[src/rtl/servo_pwm_gen_if.sv]
// rtl/servo_pwm_gen_if.sv - control/status interface of the servo PWM generator
// Carries wdt_trip_o only when SERVO_PWM_WATCHDOG_EN is defined.
interface servo_pwm_gen_if;
   logic        tick_clk_i;
   logic        enable_i;
   logic [15:0] width_i;
   logic        load_i;
   logic        load_ack_o;
   logic        pwm_o;
   logic        period_start_o;
`ifdef SERVO_PWM_WATCHDOG_EN
   logic        wdt_trip_o;

   modport master (
      output tick_clk_i, enable_i, width_i, load_i,
      input  load_ack_o, pwm_o, period_start_o, wdt_trip_o
   );

   modport slave (
      input  tick_clk_i, enable_i, width_i, load_i,
      output load_ack_o, pwm_o, period_start_o, wdt_trip_o
   );
`else
   modport master (
      output tick_clk_i, enable_i, width_i, load_i,
      input  load_ack_o, pwm_o, period_start_o
   );

   modport slave (
      input  tick_clk_i, enable_i, width_i, load_i,
      output load_ack_o, pwm_o, period_start_o
   );
`endif
endinterface

[src/rtl/servo_pwm_gen.sv]
// rtl/servo_pwm_gen.sv - single-channel servo/ESC PWM generator on a divided-clock tick
// Optional watchdog: define SERVO_PWM_WATCHDOG_EN (adds WDT_PERIODS and wdt_trip_o).
module servo_pwm_gen #(
   parameter int PERIOD_TICKS = 20000,
   parameter int MIN_PULSE    = 1000,
   parameter int MAX_PULSE    = 2000
`ifdef SERVO_PWM_WATCHDOG_EN
   ,
   parameter int WDT_PERIODS  = 50
`endif
) (
   input logic            clk_i,
   input logic            reset,
   servo_pwm_gen_if.slave bus
);

   localparam int              CW    = (PERIOD_TICKS > 1) ? $clog2(PERIOD_TICKS) : 1;
   localparam logic [CW-1:0]   LAST  = CW'(PERIOD_TICKS - 1);
   localparam logic [15:0]     MIN_W = 16'(MIN_PULSE);
   localparam logic [15:0]     MAX_W = 16'(MAX_PULSE);

   typedef enum logic {
      IDLE = 1'b0,
      RUN  = 1'b1
   } state_t;

   state_t        state, state_n;
   logic [CW-1:0] count, count_n;
   logic [15:0]   pending, pending_n;
   logic [15:0]   active, active_n;
   logic          pwm, pwm_n;
   logic          pstart, pstart_n;
   logic          ack;
   logic [2:0]    sync;
   logic          tick;
   logic          at_last;
   logic          boundary;
   logic          start;
   logic [15:0]   width_c;
   logic [15:0]   start_w;
   logic          mute_start;
   logic          mute_run;

   function automatic logic [15:0] clamp_w(input logic [15:0] w);
      if (w < MIN_W)
         return MIN_W;
      else if (w > MAX_W)
         return MAX_W;
      else
         return w;
   endfunction

   // sync[1:0] resynchronise the divided clock; sync[2] is the previous level for edge detect
   always_ff @(posedge clk_i or posedge reset) begin
      if (reset)
         sync <= 3'b000;
      else
         sync <= {sync[1:0], bus.tick_clk_i};
   end

   assign tick     = sync[1] & ~sync[2];
   assign at_last  = (count == LAST);
   assign boundary = tick && (state == RUN) && at_last;
   assign start    = tick && bus.enable_i && ((state == IDLE) || at_last);
   assign width_c  = clamp_w(bus.width_i);
   // A load landing on the starting tick is used directly so it is not one period late
   assign start_w  = bus.load_i ? width_c : pending;

`ifdef SERVO_PWM_WATCHDOG_EN
   localparam int            WW      = $clog2(WDT_PERIODS + 1);
   localparam logic [WW-1:0] WDT_MAX = WW'(WDT_PERIODS);

   logic [WW-1:0] wdt_cnt, wdt_cnt_n;
   logic          trip, trip_n;
   logic          mute, mute_n;

   always_comb begin
      wdt_cnt_n = wdt_cnt;
      trip_n    = trip;
      if (bus.load_i) begin
         wdt_cnt_n = '0;
         trip_n    = 1'b0;
      end else if (boundary) begin
         if (wdt_cnt != WDT_MAX)
            wdt_cnt_n = wdt_cnt + WW'(1);
         if (wdt_cnt_n == WDT_MAX)
            trip_n = 1'b1;
      end
      // Muting is latched per period so a clearing load only takes effect from the next period
      mute_n = start ? trip_n : mute;
   end

   always_ff @(posedge clk_i or posedge reset) begin
      if (reset) begin
         wdt_cnt <= '0;
         trip    <= 1'b0;
         mute    <= 1'b0;
      end else begin
         wdt_cnt <= wdt_cnt_n;
         trip    <= trip_n;
         mute    <= mute_n;
      end
   end

   assign mute_start     = trip_n;
   assign mute_run       = mute;
   assign bus.wdt_trip_o = trip;
`else
   assign mute_start = 1'b0;
   assign mute_run   = 1'b0;
`endif

   always_comb begin
      state_n   = state;
      count_n   = count;
      active_n  = active;
      pwm_n     = pwm;
      pstart_n  = 1'b0;
      pending_n = bus.load_i ? width_c : pending;
      if (start) begin
         state_n  = RUN;
         count_n  = '0;
         active_n = start_w;
         pstart_n = 1'b1;
         pwm_n    = (start_w != 16'd0) && !mute_start;
      end else begin
         case (state)
            IDLE: begin
               pwm_n = 1'b0;
            end
            RUN: begin
               if (boundary) begin
                  state_n = IDLE;
                  count_n = '0;
                  pwm_n   = 1'b0;
               end else if (tick) begin
                  count_n = count + CW'(1);
                  pwm_n   = (16'(count_n) < active) && !mute_run;
               end
            end
            default: begin
               state_n = IDLE;
               pwm_n   = 1'b0;
            end
         endcase
      end
   end

   always_ff @(posedge clk_i or posedge reset) begin
      if (reset)
         state <= IDLE;
      else
         state <= state_n;
   end

   always_ff @(posedge clk_i or posedge reset) begin
      if (reset) begin
         count   <= '0;
         pending <= MIN_W;
         active  <= MIN_W;
         pwm     <= 1'b0;
         pstart  <= 1'b0;
         ack     <= 1'b0;
      end else begin
         count   <= count_n;
         pending <= pending_n;
         active  <= active_n;
         pwm     <= pwm_n;
         pstart  <= pstart_n;
         ack     <= bus.load_i;
      end
   end

   assign bus.pwm_o          = pwm;
   assign bus.period_start_o = pstart;
   assign bus.load_ack_o     = ack;

endmodule

[src/flat_wrapper.sv]
// flat-port wrapper written by rule: the top's interface ports become plain ports
module servo_pwm_gen_flat 
#(
   parameter int PERIOD_TICKS = 20000,
   parameter int MIN_PULSE    = 1000,
   parameter int MAX_PULSE    = 2000

)
  (clk_i, reset, bus_tick_clk_i, bus_enable_i, bus_width_i, bus_load_i, bus_load_ack_o, bus_pwm_o, bus_period_start_o);
  servo_pwm_gen_if bus_i ();
  input logic clk_i;
  input logic reset;
  input wire logic [$bits(bus_i.tick_clk_i)-1:0] bus_tick_clk_i;
  input wire logic [$bits(bus_i.enable_i)-1:0] bus_enable_i;
  input wire logic [$bits(bus_i.width_i)-1:0] bus_width_i;
  input wire logic [$bits(bus_i.load_i)-1:0] bus_load_i;
  output wire logic [$bits(bus_i.load_ack_o)-1:0] bus_load_ack_o;
  output wire logic [$bits(bus_i.pwm_o)-1:0] bus_pwm_o;
  output wire logic [$bits(bus_i.period_start_o)-1:0] bus_period_start_o;
  assign bus_i.tick_clk_i = bus_tick_clk_i;
  assign bus_i.enable_i = bus_enable_i;
  assign bus_i.width_i = bus_width_i;
  assign bus_i.load_i = bus_load_i;
  assign bus_load_ack_o = bus_i.load_ack_o;
  assign bus_pwm_o = bus_i.pwm_o;
  assign bus_period_start_o = bus_i.period_start_o;
  servo_pwm_gen #(.PERIOD_TICKS(PERIOD_TICKS), .MIN_PULSE(MIN_PULSE), .MAX_PULSE(MAX_PULSE)) u_core (.clk_i(clk_i), .reset(reset), .bus(bus_i));
endmodule
[config.mk]
export PLATFORM = sky130hd
export DESIGN_NAME = servo_pwm_gen_flat
export DESIGN_NICKNAME = d
export VERILOG_FILES = /design/src/rtl/servo_pwm_gen_if.sv /design/src/rtl/servo_pwm_gen.sv /design/src/flat_wrapper.sv
export SDC_FILE = /design/constraint.sdc
export NUM_CORES = 1
export LEC_CHECK = 0
export ABC_AREA = 1
export BUFFER_PORTS_ARGS = -buffer_cell sky130_fd_sc_hd__buf_4
export CAP_MARGIN = 30
export CORE_ASPECT_RATIO = 0.75
export CORE_MARGIN = 4
export CORE_UTILIZATION = 40
export DETAILED_ROUTE_END_ITERATION = 8
export GPL_ROUTABILITY_DRIVEN = 0
export SLEW_MARGIN = 10
export SYNTH_ARGS = -nofsm -noshare
export SYNTH_HDL_FRONTEND = slang
export SYNTH_SLANG_ARGS = --single-unit
export TNS_END_PERCENT = 20
[constraint.sdc]
create_clock -name clk_i -period 6.6 [get_ports clk_i]
set_input_delay 1.32 -clock clk_i [delete_from_list [all_inputs] [get_ports clk_i]]
set_output_delay 1.32 -clock clk_i [all_outputs]
set_load 0.03 [all_outputs]
==> results_dict.tcl, run 1 <==
set metrics [dict create \
    outcome "finished, final reports clean" \
    critPathMaxFanout 4 \
    htree_levels 2 \
    synthTopCellsByCount "nand2_1 (75), inv_1 (72), dfrtp_1 (42)" \
    swShare 0.322 \
    finalMaxSlewViolations 0 \
    p_leak_nw 1.67 \
    cap_violations 0 \
    relSlewSlack 0.546 \
    coreArea_sq_um 6990 \
    clkPwrFrac 0.271 \
    crit_arrival_ns 3.05 \
    hp-start "u_core.sync[0]$_DFF_PP0_" \
    cts_hold_buf 0 \
    dpl.hpwl_um 4650 \
    syn_nets 397 \
    synth_cell_types 36 \
    synthTopCellsByArea "dfrtp_1 (36%), dfstp_2 (11%), nand2_1 (9.5%)" \
    cts-root-buf "clkbuf_8" \
    worstMarginPinSlew_ns 0.682 \
    antenna_found_initial 0 \
    nFillCells 694 \
    netlist.area_leader.share 0.355 \
    wl_met3_um 189 \
    drcViolationCount 0 \
    die_w_um 107 \
    grt_pass1_vias 2155 \
    power_frac_seq 0.505 \
    start_util 0.423 \
    grt_pass1_wl_um 10400 \
    first_pass_iters 4 \
    met2_length_um 2360 \
    async_reset_ff_frac 1.00 \
    cts.sink_count 54 \
    combPwrFrac 0.223 \
    die_area_sq_um 8860 \
    power_density_nw_per_um2 230 \
    whs_ns 0.373 \
    grt.total_usage 0.151 \
    drt_first_iter_violations 97 \
    ys.warnings.count 0 \
    cts_setup_buffers 0 \
    overflow 0 \
    synth_edf_count 0 \
    final.setup.tns_ns 0 \
    post_cts_resized 0 \
    worst_setup_path_start_kind "register" \
    ant_nets 0 \
    grt_max_degree 55 \
    routed_via_density 4.61 \
    synth_cells 361 \
    max_freq_ghz 0.353 \
    cp_cell_sequence "ha_1 > nand2_2 > nor2_2 > inv_2 > nor2_4 > nand2_2 > inv_2 > nand3_4 > nor4_4 > xor2_1 > inv_1 > ha_1 > nand4_1 > nor3_1 > o21ai_0 > a21oi_1 > a21oi_1" \
    reg2regPathDepth 17 \
    rrSetupSlack_ns 3.77 \
    num_vias 2242 \
    hold_path.class "register to register" \
    setup_slack_ns 3.77 \
    synth-seq-area-share 0.462 \
    power.switching_uw 246 \
    drive_gt1_frac 0.191 \
    cpPeakStageDelay_ns 0.43 \
    layout_min_cycle_time_ns 2.83 \
    setup.worst_path.class "register to register" \
    cp_slowest_cell "dfrtp_1" \
    r2r-start "u_core.count[0]$_DFFE_PP0P_" \
    final-setup-viol-count 0 \
    maxUsedRoutingLayer "met4" \
    p_int_uw 518 \
    syn_area_sq_um 2960 \
    endpoint_kind "register" \
    area_growth_pct 12.5 \
    final-hold-violation-count 0 \
    finalCritPeriodShare 0.430 \
    clk_path_buf_depth 2 \
    routed_wirelength_um 5990 \
    peakVddDrop_v 0.0000926 \
    die_y_um 82.5 \
    worstPathRequired_ns 6.82 \
    io_buffers 23 \
    cp-endpoint "u_core.bus.pwm_o$_DFFE_PP0P_" \
    post-route-util 0.476 \
    rsz0062_at_grt "false" \
    ios 24 \
    path_clk_slew_ns 0.10 \
    cts_buffers 5 \
    place_ws_ns 3.82 \
    yosysMostFrequentCell "nand2_1" \
    num_rows 26 \
    ys_ff_latch 54 \
    clk_latency_ns 0.32 \
    fin_nets 423 \
    startpoint "u_core.count[0]$_DFFE_PP0P_" \
    synth_top_area_cell "dfrtp_1" \
    avgSynthCellArea_sq_um 8.20 \
    cts_tree "built" \
    antennaDiodeCount 0 \
    wirelength_met1_um 3360 \
    fin_skew_ns 0.00494 \
    synthFlopType "dfrtp_1" \
    r2r-end "u_core.bus.pwm_o$_DFFE_PP0P_" \
    avgRoutedWirePerCell_um 12.3 \
]
cell type report:
cell class | count | area [sq um] | area share
Timing Repair Buffer | 25 | 188 | 0.0564
Sequential cell | 54 | 1370 | 0.410
Tap cell | 98 | 123 | 0.0368
Clock inverter | 2 | 20.0 | 0.00601
Inverter | 78 | 293 | 0.0879
Multi-Input combinational cell | 223 | 1260 | 0.378
Clock buffer | 6 | 82.6 | 0.0248
cells in the final DEF, fill, tap and decap left out, types with 2 or more instances in the layout:
cell / instances
inv_2: 7
or2_2: 4
xor2_1: 10
nor3_2: 3
buf_4: 25
a21oi_1: 12
o21ai_0: 17
nor3_1: 3
o21ai_1: 9
nand2_2: 4
dfstp_2: 12
clkbuf_8: 6
inv_1: 71
nor2_1: 31
nand3_1: 10
dfrtp_1: 42
nand2_1: 75
o21ai_2: 2
o22ai_1: 9
nor2_2: 2
ha_1: 15
nand4_1: 5
kinds of logic (layout without fill, tap and decap cells):
family | after synthesis | count (layout) | synth area share
AOI/OAI and AO/OA | 53 | 53 | 0.0993
xor gates and xnor gates | 10 | 10 | 0.0296
adders and majority gates | 15 | 15 | 0.0634
buffers and inverters | 84 | 111 | 0.114
DFF | 54 | 54 | 0.462
muxes | 1 | 1 | 0.00338
and+or+nand+nor | 144 | 144 | 0.229
sequential cells by signal, summed over array words and instances, names as in the netlist:
signal / flops
u_core.bus.load_ack_o: 1
u_core.state: 1
u_core.bus.period_start_o: 1
u_core.bus.pwm_o: 1
u_core.active: 16
u_core.count: 15
u_core.pending: 16
u_core.sync: 3
per-stage QoR:
stage	total power [mW]	cell area [sq um]	cells
4_1_cts	0.774	3330	486
5_1_grt	0.821	3330	486
2_1_floorplan	0.516	2960	361
6_report	0.764	3330	486
3_5_place_dp	0.564	3230	478
3_3_place_gp	0.557	3220	477
worst min path at each step:
stage	end	depth (start not counted)	slack, ns
floorplan	u_core.sync[1]$_DFF_PP0_	0	0.33
global placement	u_core.sync[1]$_DFF_PP0_	0	0.35
detailed placement	u_core.sync[1]$_DFF_PP0_	0	0.34
CTS	u_core.sync[1]$_DFF_PP0_	0	0.38
global route	u_core.sync[1]$_DFF_PP0_	0	0.39
finish	u_core.sync[1]$_DFF_PP0_	0	0.37
power by group through the flow:
stage	sequential, mW	clock (mW)	combinational [mW]
after floorplan	0.387	0	0.129
after global placement	0.391	0	0.166
after detailed placement	0.391	0	0.173
after CTS	0.386	0.214	0.173
after global routing	0.390	0.228	0.203
final	0.386	0.207	0.171
critical path: cells and delay by family, from the launching register on:
family / cells / cell delay [ns]
adders and majority gates: 2 / 0.55
and+or+nand+nor: 8 / 0.90
DFF: 1 / 0.43
buffers and inverters: 3 / 0.23
xor gates and xnor gates: 1 / 0.22
AOI/OAI and AO/OA: 3 / 0.42
per-layer routing:
metal	GRT usage	vias up
met1	0.238	1034
met3	0.0303	7
met4	0.0454	0
met5	0	-
met2	0.205	24
li1	-	1177
Note: power is estimated with default switching activity, not from simulation.
==> run 2: changes to the inputs <==
clock period = 2.8 ns   (was 6.6 ns; I/O delays follow)
==> results_dict.tcl, run 2 (synthesis results as in run 1) <==
set metrics [dict create \
    endpoint_kind "register" \
    setup.worst_path.class "register to register" \
    relSlewSlack 0.715 \
    ant_nets 0 \
    coreArea_sq_um 6990 \
    layout_min_cycle_time_ns 2.59 \
    report.power.total_mw 1.78 \
    reg_top3 "u_core.active (16), u_core.pending (16), u_core.count (15)" \
    ios 24 \
    num_vias 2280 \
    layout_common_cells "nand2_1 (75), inv_1 (71), dfrtp_1 (42)" \
    htree_levels 2 \
    cts_buffers 5 \
    num_rows 26 \
    setup_slack_ns 0.210 \
    start_util 0.423 \
    cap_violations 0 \
    worstMarginPinSlew_ns 0.428 \
    grt_pass1_wl_um 10400 \
    cts_hold_buf 0 \
    r2r-start "u_core.count[0]$_DFFE_PP0P_" \
    final-hold-violation-count 0 \
    cp_cell_sequence "ha_2 > nand2_2 > nor2_2 > inv_2 > nor2_4 > nand2_2 > inv_2 > nand3_4 > nor4_4 > xor2_1 > inv_1 > ha_4 > nand4_1 > nor3_1 > o21ai_1 > a21oi_1 > a21oi_1" \
    drcViolationCount 0 \
    grt_pass1_vias 2138 \
    placed_cell_area_sq_um 3250 \
    fin_nets 427 \
    cpPeakStageDelay_ns 0.39 \
    die_w_um 107 \
    layout_commonest_cell "nand2_1" \
    final-setup-viol-count 0 \
    finalMaxSlewViolations 0 \
    cp_top_family "simple AND/OR/NAND/NOR gates" \
    crit_arrival_ns 2.79 \
    rrSetupSlack_ns 0.21 \
    fin_area_sq_um 3370 \
    rsz0062_at_grt "true" \
    first_pass_iters 4 \
    whs_ns 0.274 \
    clk_path_buf_depth 2 \
    antenna_found_initial 0 \
    post-route-util 0.482 \
    drive_gt1_frac 0.202 \
    max_freq_ghz 0.386 \
    r2r-end "u_core.bus.pwm_o$_DFFE_PP0P_" \
    cp.buffers_inverters 3 \
    cts-root-buf "clkbuf_8" \
    die_area_sq_um 8860 \
    area_growth_pct 13.8 \
    routed_via_density 4.65 \
    reg2regPathDepth 17 \
    grt.total_usage 0.152 \
    fin_skew_ns 0.00789 \
    dp.cells 481 \
    path_clk_slew_ns 0.09 \
    routed_wirelength_um 6160 \
    antennaDiodeCount 0 \
    peakVddDrop_v 0.000328 \
    clk_latency_ns 0.31 \
    avgRoutedWirePerCell_um 12.6 \
    drt_first_iter_violations 92 \
    worstPathRequired_ns 3.00 \
    cts.sink_count 54 \
    p_leak_nw 1.70 \
    outcome "finished, final reports clean" \
    hold_path.class "primary input to asynchronous set/reset pin" \
    critPathMaxFanout 4 \
    die_y_um 82.5 \
    place_ws_ns 0.215 \
    power_density_nw_per_um2 528 \
    cts_tree "built" \
    finalNonFillerCells 490 \
    io_buffers 23 \
    worst_setup_path_start_kind "register" \
    cp_slowest_cell "dfrtp_1" \
    overflow 0 \
    finalCritPeriodShare 0.925 \
    final.setup.tns_ns 0 \
    dpl.hpwl_um 4770 \
    grt_max_degree 35 \
]
-- run 2: cell type report --
| type | count | area, sq um |
|---|---|---|
| Fill cell | 672 | 3620 |
| Sequential cell | 54 | 1370 |
| Multi-Input combinational cell | 223 | 1280 |
| Inverter | 78 | 293 |
| Timing Repair Buffer | 29 | 218 |
| Tap cell | 98 | 123 |
| Clock buffer | 7 | 86.3 |
| Clock inverter | 1 | 5.00 |
-- run 2: power by group --
part | internal (mW) | total, mW | switching [mW]
combinational | 0.170 | 0.424 | 0.254
sequential | 0.848 | 0.910 | 0.0619
clock | 0.200 | 0.445 | 0.245
-- run 2: repair_timing --
item	in CTS	in global routing
gates resized for setup	0	4
setup buffers	0	1
endpoints found under the setup margin	0	1
-- run 2: worst register-to-register path, stage by stage (launching register included) --
cell and delay [ns]:
dfrtp_1 0.39, ha_2 0.21, nand2_2 0.07, nor2_2 0.10
inv_2 0.07, nor2_4 0.10, nand2_2 0.07, inv_2 0.08
nand3_4 0.08, nor4_4 0.15, xor2_1 0.21, inv_1 0.10
ha_4 0.28, nand4_1 0.09, nor3_1 0.18, o21ai_1 0.10
a21oi_1 0.14, a21oi_1 0.07
-- run 2: how the worst max path moves through the flow --
stage / depth (start not counted) / slack [ns] / endpoint / startpoint
after floorplan: 17 / 0.43 / u_core.bus.pwm_o$_DFFE_PP0P_ / u_core.count[0]$_DFFE_PP0P_
after global placement: 18 / 0.30 / u_core.bus.pwm_o$_DFFE_PP0P_ / u_core.count[0]$_DFFE_PP0P_
after detailed placement: 17 / 0.21 / u_core.bus.pwm_o$_DFFE_PP0P_ / u_core.count[0]$_DFFE_PP0P_
after CTS: 17 / 0.19 / u_core.bus.pwm_o$_DFFE_PP0P_ / u_core.count[0]$_DFFE_PP0P_
after global routing: 17 / -0.03 / u_core.bus.pwm_o$_DFFE_PP0P_ / u_core.count[1]$_DFFE_PP0P_
final: 17 / 0.21 / u_core.bus.pwm_o$_DFFE_PP0P_ / u_core.count[0]$_DFFE_PP0P_
-- run 2: layer usage --
layer | share of wire | vias up | track usage
li1 | - | 1180 | -
met1 | 0.57 | 1066 | 0.234
met2 | 0.39 | 27 | 0.213
met3 | 0.029 | 7 | 0.0295
met4 | 0.013 | 0 | 0.0492
met5 | 0 | - | 0
==> run 3: changes to the inputs <==
CTS_BUF_LIST = sky130_fd_sc_hd__clkbuf_16   (was unset)
clock period = 2.25 ns   (was 2.8 ns; I/O delays follow)
==> results_dict.tcl, run 3 (synthesis results as in run 1) <==
set metrics [dict create \
    cts-root-buf "clkbuf_16" \
    power.switching_uw 770 \
    combPwrFrac 0.254 \
    fin_skew_ns 0.00557 \
    post-route-util 0.519 \
    htree_levels 2 \
    grt_pass1_vias 2404 \
    endpoint_kind "register" \
    die_area_sq_um 8860 \
    die_w_um 107 \
    grt.total_usage 0.164 \
    cp_cell_sequence "ha_2 > nand2_2 > nor2_4 > inv_2 > nor2_4 > nand2_2 > inv_2 > nand3_4 > nor4_4 > xor2_1 > inv_1 > ha_4 > nand4_1 > nor3_2 > o21ai_1 > a21oi_1 > a21oi_1" \
    finalCritPeriodShare 1.11 \
    max_freq_ghz 0.399 \
    cap_violations 0 \
    startpoint "u_core.count[1]$_DFFE_PP0P_" \
    r2r-start "u_core.count[1]$_DFFE_PP0P_" \
    ant_nets 0 \
    clkPwrFrac 0.315 \
    critPathMaxFanout 3 \
    power_density_nw_per_um2 719 \
    start_util 0.423 \
    routed_via_density 4.56 \
    grt_pass1_wl_um 11400 \
    cts_tree "built" \
    antennaDiodeCount 0 \
    rrSetupSlack_ns -0.26 \
    rsz0062_at_grt "true" \
    layout_min_cycle_time_ns 2.51 \
    num_rows 26 \
    setup.worst_path.class "register to register" \
    worstPathRequired_ns 2.43 \
    grt_max_degree 55 \
    clk_latency_ns 0.29 \
    coreArea_sq_um 6990 \
    worstMarginPinSlew_ns 0.333 \
    outcome "finished with violations" \
    drcViolationCount 0 \
    layout_common_cells "nand2_1 (75), inv_1 (72), buf_4 (48)" \
    cp_slowest_cell "dfrtp_1" \
    finalMaxSlewViolations 0 \
    violations "negative setup slack" \
    reg_top3 "u_core.active (16), u_core.pending (16), u_core.count (15)" \
    setup_slack_ns -0.255 \
    fin_area_sq_um 3630 \
    reg2regPathDepth 17 \
    cpPeakStageDelay_ns 0.36 \
    first_pass_iters 5 \
    relSlewSlack 0.778 \
    fin_nets 448 \
    power_frac_seq 0.430 \
    crit_arrival_ns 2.68 \
    drive_gt1_frac 0.249 \
    final-hold-violation-count 0 \
    routed_wirelength_um 6500 \
    p_int_mw 1.84 \
    hold_path.class "primary input to asynchronous set/reset pin" \
    r2r-end "u_core.bus.pwm_o$_DFFE_PP0P_" \
    dp.cells 498 \
    dpl.hpwl_um 4840 \
    clk_path_buf_depth 2 \
    antenna_found_initial 0 \
    overflow 0 \
    cts_buffers 5 \
    num_vias 2328 \
    die_y_um 82.5 \
    final.setup.tns_ns -0.255 \
    avgRoutedWirePerCell_um 12.7 \
    drt_first_iter_violations 138 \
    swShare 0.295 \
    layout_commonest_cell "nand2_1" \
    peakVddDrop_v 0.000371 \
    placed_cell_area_sq_um 3400 \
    path_clk_slew_ns 0.07 \
    finalNonFillerCells 511 \
    ios 24 \
    area_growth_pct 22.6 \
    p_leak_nw 1.82 \
    io_buffers 23 \
    worst_setup_path_start_kind "register" \
    cts.sink_count 54 \
    final-setup-viol-count 1 \
]
[run 3: cell count changes in the layout (fill, tap and decap cells not counted), sizes merged]
cell    delta
buf       +21
inv        +2
clkbuf     -1
clkinv     -1
[run 3: repair_timing]
item                       CTS  global route
resized for setup            1             5
pin swaps                    2             1
setup endpoints to repair    1             1
hold buffers                 0             0
setup buffers                4             1
[run 3: metrics by stage]
step           power (mW)  setup WS (ns)  hold slack (ns)
2_1_floorplan        1.52        -0.0812            0.331
3_3_place_gp         1.74         -0.102            0.343
3_5_place_dp         1.76         -0.197            0.336
4_1_cts              2.61         -0.202            0.229
5_1_grt              2.78         -0.407            0.232
6_report             2.61         -0.255            0.205
[run 3: power by group through the flow]
stage / clock network [mW] / logic [mW] / registers (mW)
final: 0.823 / 0.664 / 1.12
after global routing: 0.890 / 0.761 / 1.13
after CTS: 0.845 / 0.650 / 1.12
after detailed placement: 0 / 0.621 / 1.14
after global placement: 0 / 0.608 / 1.13
after floorplan: 0 / 0.385 / 1.13
[run 3: critical path: cells and delay by family (launching register included)]
family / cells / cell delay, ns
buffers and inverters: 3 / 0.22
XOR/XNOR: 1 / 0.23
AO/OA/AOI/OAI: 3 / 0.29
AND/OR/NAND/NOR: 8 / 0.81
flip-flops: 1 / 0.36
adder cells (fa/ha/maj): 2 / 0.47
[run 3: per-layer routing]
metal	routed length, um	share of wire	vias to the layer above	GRT usage
met5	0	0	-	0
met4	46	0.0071	0	0.0340
met2	2670	0.41	36	0.240
li1	-	-	1224	-
met3	263	0.040	4	0.0303
met1	3520	0.54	1064	0.253
[run 3: layout make-up]
cell class / instances / area, sq um
Inverter: 78 / 293
Tap cell: 98 / 123
Clock buffer: 6 / 150
Sequential cell: 54 / 1370
Clock inverter: 2 / 10.0
Fill cell: 659 / 3360
Multi-Input combinational cell: 223 / 1300
Timing Repair Buffer: 50 / 392
[run 3: how the worst max path moves through the flow]
stage	end	slack (ns)	cells past startpoint
5_1_grt	u_core.bus.pwm_o$_DFFE_PP0P_	-0.41	17
3_5_place_dp	u_core.bus.pwm_o$_DFFE_PP0P_	-0.20	17
2_1_floorplan	u_core.bus.pwm_o$_DFFE_PP0P_	-0.08	17
3_3_place_gp	u_core.bus.pwm_o$_DFFE_PP0P_	-0.10	17
4_1_cts	u_core.bus.pwm_o$_DFFE_PP0P_	-0.20	17
6_report	u_core.bus.pwm_o$_DFFE_PP0P_	-0.26	17
